### src/rtl/issue_queue.sv
// Circular issue queue between decode and issue: accepts up to two entries per
// cycle, presents the two oldest entries, and retires up to two per cycle.
package issue_queue_pkg;
  typedef struct packed {
    logic [31:0] pc;
    logic [6:0]  opcode;
    logic [4:0]  write_reg;
    logic        write_reg_need;
    logic [4:0]  read_reg1;
    logic [4:0]  read_reg2;
  } issue_queue_element_t;
endpackage

module issue_queue
  import issue_queue_pkg::*;
#(
  parameter int DEPTH = 16
) (
  input  logic                             clk,
  input  logic                             rst_n,
  input  logic                             flash,
  input  issue_queue_element_t [1:0]       push_require,
  input  logic [1:0]                       push_number,
  output logic                             push_ready,
  output issue_queue_element_t [1:0]       issue_require,
  output logic [1:0]                       iq_size,
  input  logic [1:0]                       iq_pop_number,
  output logic [$clog2(DEPTH):0]           count
);
  localparam int PW = $clog2(DEPTH);
  localparam int CW = PW + 1;

  issue_queue_element_t r_mem [DEPTH];
  logic [PW-1:0]        r_head;
  logic [PW-1:0]        r_tail;
  logic [CW-1:0]        r_count;

  logic                 w_push_ready;
  logic [1:0]           w_iq_size;
  logic [1:0]           w_push_num;
  logic [1:0]           w_push_eff;
  logic [1:0]           w_pop_num;
  logic [1:0]           w_pop_eff;
  logic [PW-1:0]        w_tail_p1;

  // Readiness depends on registered occupancy only, so pops never feed it.
  assign w_push_ready = (r_count <= CW'(DEPTH - 2));
  assign w_iq_size    = (r_count >= CW'(2)) ? 2'd2 : r_count[1:0];

  assign w_push_num = (push_number == 2'd3) ? 2'd2 : push_number;
  assign w_pop_num  = (iq_pop_number == 2'd3) ? 2'd2 : iq_pop_number;
  assign w_push_eff = (w_push_ready && !flash) ? w_push_num : 2'd0;
  assign w_pop_eff  = flash ? 2'd0 : ((w_pop_num < w_iq_size) ? w_pop_num : w_iq_size);
  assign w_tail_p1  = r_tail + PW'(1);

  always_ff @(posedge clk or negedge rst_n) begin
    if (!rst_n) begin
      r_head  <= '0;
      r_tail  <= '0;
      r_count <= '0;
    end else if (flash) begin
      r_head  <= '0;
      r_tail  <= '0;
      r_count <= '0;
    end else begin
      r_head  <= r_head + PW'(w_pop_eff);
      r_tail  <= r_tail + PW'(w_push_eff);
      r_count <= r_count + CW'(w_push_eff) - CW'(w_pop_eff);
    end
  end

  // Storage is never reset; slots beyond the valid count are masked on output.
  always_ff @(posedge clk) begin
    if (w_push_eff != 2'd0) r_mem[r_tail] <= push_require[0];
    if (w_push_eff == 2'd2) r_mem[w_tail_p1] <= push_require[1];
  end

  generate
    for (genvar gi = 0; gi < 2; gi++) begin : g_issue_slot
      logic [PW-1:0] w_rd_idx;
      assign w_rd_idx = r_head + PW'(gi);
      assign issue_require[gi] = (w_iq_size > 2'(gi)) ? r_mem[w_rd_idx] : '0;
    end
  endgenerate

  assign push_ready = w_push_ready;
  assign iq_size    = w_iq_size;
  assign count      = r_count;

endmodule

### config.mk
export PLATFORM = sky130hd
export DESIGN_NAME = issue_queue
export DESIGN_NICKNAME = d
export VERILOG_FILES = /design/src/rtl/issue_queue.sv
export SDC_FILE = /design/constraint.sdc
export NUM_CORES = 2
export LEC_CHECK = 0
export BUFFER_PORTS_ARGS = -buffer_cell sky130_fd_sc_hd__clkbuf_2
export CAP_MARGIN = 20
export CORE_MARGIN = 2
export CORE_UTILIZATION = 55
export DETAILED_ROUTE_END_ITERATION = 16
export PLACE_DENSITY = 0.69
export SLEW_MARGIN = 40
export SYNTH_ARGS = -nofsm -noshare
export SYNTH_HDL_FRONTEND = slang
export SYNTH_SLANG_ARGS = --single-unit
### constraint.sdc
create_clock -name clk -period 7.2 [get_ports clk]
set_input_delay 0.36 -clock clk [delete_from_list [all_inputs] [get_ports clk]]
set_output_delay 0.36 -clock clk [all_outputs]
set_load 0.03 [all_outputs]
== Word level (Yosys, flattened, before mapping) ==
Memory sizes are Yosys's and may differ from the RTL's.
Cells that the tools add are included.

* Memories: 1
* Bits in writable memories: 880
* Flip-flop bits (word level): 13

{| class="wikitable"
|+ Memories
! memory !! depth !! width !! rd ports !! clocked after Yosys merged registers in !! wr ports !! RTL line !! RTL
|-
| r_mem || 16 || 55 || 2 || 0 || 2 || 33 || <nowiki>issue_queue_element_t r_mem [DEPTH];</nowiki>
|}

* $add $sub $neg: 6
* Magnitude comparators: 5
* Eq/ne operators: 3
* Reduce and logical (&&, ||, !) cells: 3
* Mux-type cells: 15

{| class="wikitable"
|+ Operator list
! operator !! count
|-
| 55-bit 2-to-1 mux || 2
|-
| 2-bit 2-to-1 mux || 6
|-
| 4-bit by 1-bit adder with 4-bit output, second input constant || 2
|-
| 4-bit by 2-bit adder with 4-bit output || 2
|-
| 4-bit 2-to-1 mux || 2
|-
| 2-bit equality test, second input constant || 3
|-
| 5-bit by 2-bit adder with 5-bit output || 1
|-
| 5-bit by 2-bit >= comparator with 1-bit output, second input constant || 1
|-
| 5-bit by 4-bit <= comparator with 1-bit output, second input constant || 1
|-
| 5-bit 2-to-1 mux || 1
|-
| 5-bit by 2-bit subtractor with 5-bit output || 1
|-
| 2-bit by 1-bit greater-than comparator with 1-bit output, second input constant || 2
|-
| 1-bit 2-to-1 mux || 4
|-
| 2-bit less-than comparator || 1
|-
| 2-bit nonzero test || 1
|-
| 1-bit logical AND || 1
|-
| 1-bit zero test || 1
|}

== Depth between registers and ports, before layout ==
* Depth in word-level cells: 7
* Mapped depth: 18

== Worst setup path after synthesis ==
Ideal clock, no wire load.

* Kind: register -> register
* From: register r_count[4], in the netlist count[4]
* To: memory r_mem[12][0] in the netlist's numbering (enable)
* Arrival time: 4304 ps
* Buffers on the path: 0
* Period minus slack after synthesis: 4791 ps
* Data required time: 6712 ps
* Setup slack: 2409 ps
* Stages on the path, launching flop included: 6
* Path through: dfrtp_1 -> clkinv_1 -> ha_1 -> nand3_1 -> o2111ai_2 -> o22ai_1

{| class="wikitable"
|+ RTL lines
! item !! RTL line !! RTL
|-
| from (decl) || 36 || <nowiki>logic [CW-1:0] r_count;</nowiki>
|-
| from (signal assigned) || 68 || <nowiki>r_count <= r_count + CW'(w_push_eff) - CW'(w_pop_eff);</nowiki>
|-
| to (decl) || 33 ||
|}

==> results.cfg <==
[setup_path]
max_stage_delay_ns = 0.72
cp-start-kind = flip-flop
rrSetupSlack_ns = 3.01
path_cells = clkinv_1 -> ha_1 -> nand2_1 -> nand3_1 -> o21ai_4 -> buf_4 -> buf_4 -> o22ai_1 -> clkbuf_2
startpoint = count[4]
cp_max_fo = 36
crit_path_frequent_cell = buf_4
critPathArrivalTime_ns = 4.50
cp-endpoint = issue_require[1]
cpMaxStageDelayCell = buf_4
crit_type = flip-flop to primary output
r2r_cells = 7
required_ns = 6.84
reg2reg_to = r_mem[13][18]
cp-end-kind = primary output
rr_startpoint = count[4]

[yosys]
synth_area_leaders = edfxtp_1, mux2_2, mux4_2, mux2i_1, o22ai_1
avgSynthCellArea_um2 = 17.2
synth_xor_area_frac = 0.00101
yosysTopAreaCell = edfxtp_1
synth_cell_types = 41
seq_area_frac_synth = 0.515
syn_nets = 3163
synth_ff_type = edfxtp_1
synthAdderAreaFrac = 0.00539
netlist_area_um2 = 52000
muxShareOfSynthArea = 0.424
syn-instance-count = 3026
async_reset_ff_frac = 0.0146
synth_compound_area_frac = 0.0167
synth-simple-area-share = 0.00761
ys_ff_latch = 893
yosys_warnings = 0
synth.top_cell.area_share = 0.508
synth_edf_count = 880
netlist_top_cells_count = edfxtp_1, mux2_2, mux4_2, mux2i_1, clkbuf_1
synth_top_family_by_area = multiplexers

[floorplanning]
num_rows = 112
die_area_um2 = 97000
die_y_um = 311
ioPinCount = 235
core_area_um2 = 93500
start_util = 0.556
die_width_um = 311

[timing]
period_needed_ns = 4.86
drv_slew = 0
tightestPinTransition_ns = 0.903
clock_skew_ns = 0.0296
fmax_mhz = 206
period_share = 0.675
rsz0062_at_grt = no
hold_viol = 0
slew_headroom = 0.398
tns_ns = 0
setup_violations = 0

[global_route]
grt_usage = 0.317
grt_max_degree = 87
overflow = 0
grt_first_pass_wirelength_um = 225000
grt_pass1_vias = 33200
grt_antenna_before_repair = 14

[status]
status = complete, no violations

[route]
via_per_inst = 7.13
num_vias = 31600
drt_iter0_drc = 3982
final_antenna_net_count = 0
drc = 0
first_pass_iters = 6
routedWlPerCell_um = 34.9
wirelength_um = 155000

[power_and_ir_drop]
p_clk_frac = 0.292
internal_power_w = 0.0114
p_leak_nw = 18.6
p_comb_frac = 0.360
ir_drop_mv = 0.239
power_frac_seq = 0.349
power_switching_w = 0.00596
powerDensity_nw_per_um2 = 300
switching_share = 0.344

[finish]
fin_cells = 4434
layout.nets = 3232
n_fill_cell = 6823
syn2layout_area_growth_pct = 11.0
layout-drive-gt1-share = 0.573
final_area_um2 = 57700

[placement]
place_congestion = 0.811
dp_cells = 4244
io_buffers = 234
dpl_cell_area_um2 = 54400
dp_hpwl_um = 86200

[clock_tree]
cts_buffer_depth = 3
clock_latency_ns = 0.67
clk_pin_slew_worst_paths_ns = 0.06
cts_sinks = 893
htreeDepth = 3
cts_made_buffers = 98
cts_root_buf = clkbuf_16
cts_resized = 0
cts_tree = built

[flow_run]
cap_violations = 0

[hold_path]
hp-class = primary input to async pin
-- cells by family after synthesis --
logic type	after synthesis
and+or+nand+nor	73
AOI/OAI and AO/OA	135
buffers and inverters	359
muxes	1540
xor gates and xnor gates	6
adders and majority gates	20
DFF	893
-- layer usage --
| layer | GRT usage | vias up | wire [um] |
|---|---|---|---|
| met3 | 0.0632 | 349 | 14500 |
| li1 | - | 12700 | - |
| met5 | 0 | - | 114 |
| met4 | 0.108 | 20 | 4960 |
| met2 | 0.515 | 1833 | 75500 |
| met1 | 0.432 | 16700 | 59600 |
-- critical path, delay by kind of cell, from the launching register on --
| family | cells | cell delay [ns] |
|---|---|---|
| adder cells (fa/ha/maj) | 1 | 0.35 |
| AND/OR/NAND/NOR | 2 | 0.52 |
| AO/OA/AOI/OAI | 2 | 0.68 |
| flip-flops | 1 | 0.38 |
| buffers and inverters | 4 | 1.78 |
-- layout by cell type, fill, tap and decap left out, types with 3 or more instances in the layout --
cell type  Yosys  routed
mux2_2       880     880
edfxtp_1     880     880
mux4_2       440     440
clkbuf_2       1     234
mux2i_1      220     220
o22ai_1      114     110
clkbuf_16      0      99
buf_4         11      35
nor2_4         0      25
clkbuf_1     175      23
clkinv_1       1      19
clkinv_2       0      19
buf_6         10      19
ha_1          16      15
inv_1         12      12
bufinv_16      0      12
nor2b_1       10      10
nor2_1        22      10
dfrtp_1       13      10
buf_12         0      10
buf_8          0       9
a21oi_1        7       7
buf_16         0       7
diode_2        0       6
nand3_1        5       5
o21ai_0        6       5
o2111ai_4      0       4
o22ai_4        0       4
fa_1           4       4
inv_6          0       4
nand3b_1       3       3
or2_4          0       3
nor3_1         3       3
xnor2_1        3       3
or3_1          3       3
dfrtp_4        0       3
-- stage by stage --
step | power [W] | hold slack [ns] | worst slack [ns] | util
6_report | 0.0173 | 0.121 | 2.34 | 0.617
5_1_grt | 0.0179 | 0.152 | 2.07 | 0.617
4_1_cts | 0.0174 | 0.117 | 2.23 | 0.616
3_5_place_dp | 0.0123 | 0.293 | 2.95 | 0.582
3_3_place_gp | 0.0122 | 0.280 | 2.96 | 0.577
2_1_floorplan | 0.0105 | 0.0644 | 2.41 | -
-- power groups by stage --
stage	sequential [W]	combinational [W]	clock, W
6_report	0.00604	0.00622	0.00505
5_1_grt	0.00605	0.00651	0.00532
4_1_cts	0.00604	0.00621	0.00511
3_5_place_dp	0.00615	0.00619	0
3_3_place_gp	0.00615	0.00604	0
2_1_floorplan	0.00609	0.00440	0
-- worst min path at each step --
| stage | slack, ns | from | end | cells after the start |
|---|---|---|---|---|
| after floorplan | 0.06 | rst_n | count[0] | 0 |
| after global placement | 0.28 | rst_n | count[2] | 1 |
| after detailed placement | 0.29 | rst_n | count[2] | 1 |
| after CTS | 0.12 | rst_n | r_head[0] | 2 |
| after global routing | 0.15 | rst_n | r_tail[1] | 2 |
| final | 0.12 | rst_n | count[3] | 2 |
-- registers in the layout (all words and copies together), names as in the netlist --
| signal | cells |
|---|---|
| count | 5 |
| r_head | 4 |
| r_tail | 4 |
| r_mem | 880 |
-- what timing repair did --
| item | 4_1_cts | 5_1_grt |
|---|---|---|
| hold endpoints to repair | 13 | 0 |
| hold buffers | 1 | 0 |
| setup buffers | 0 | 0 |
-- layout make-up --
cell class              count  area [um2]  area share
multi-input cells        1774       23900       0.415
flip-flops and latches    893       26800       0.464
clock inverters            57         607      0.0105
repair buffers            315        2190      0.0379
diodes                      6        15.0    0.000260
inverters                  13        48.8    0.000846
well taps                1254        1570      0.0272
clock buffers             122        2560      0.0444
No activity file was read; power rests on OpenSTA's default activity.
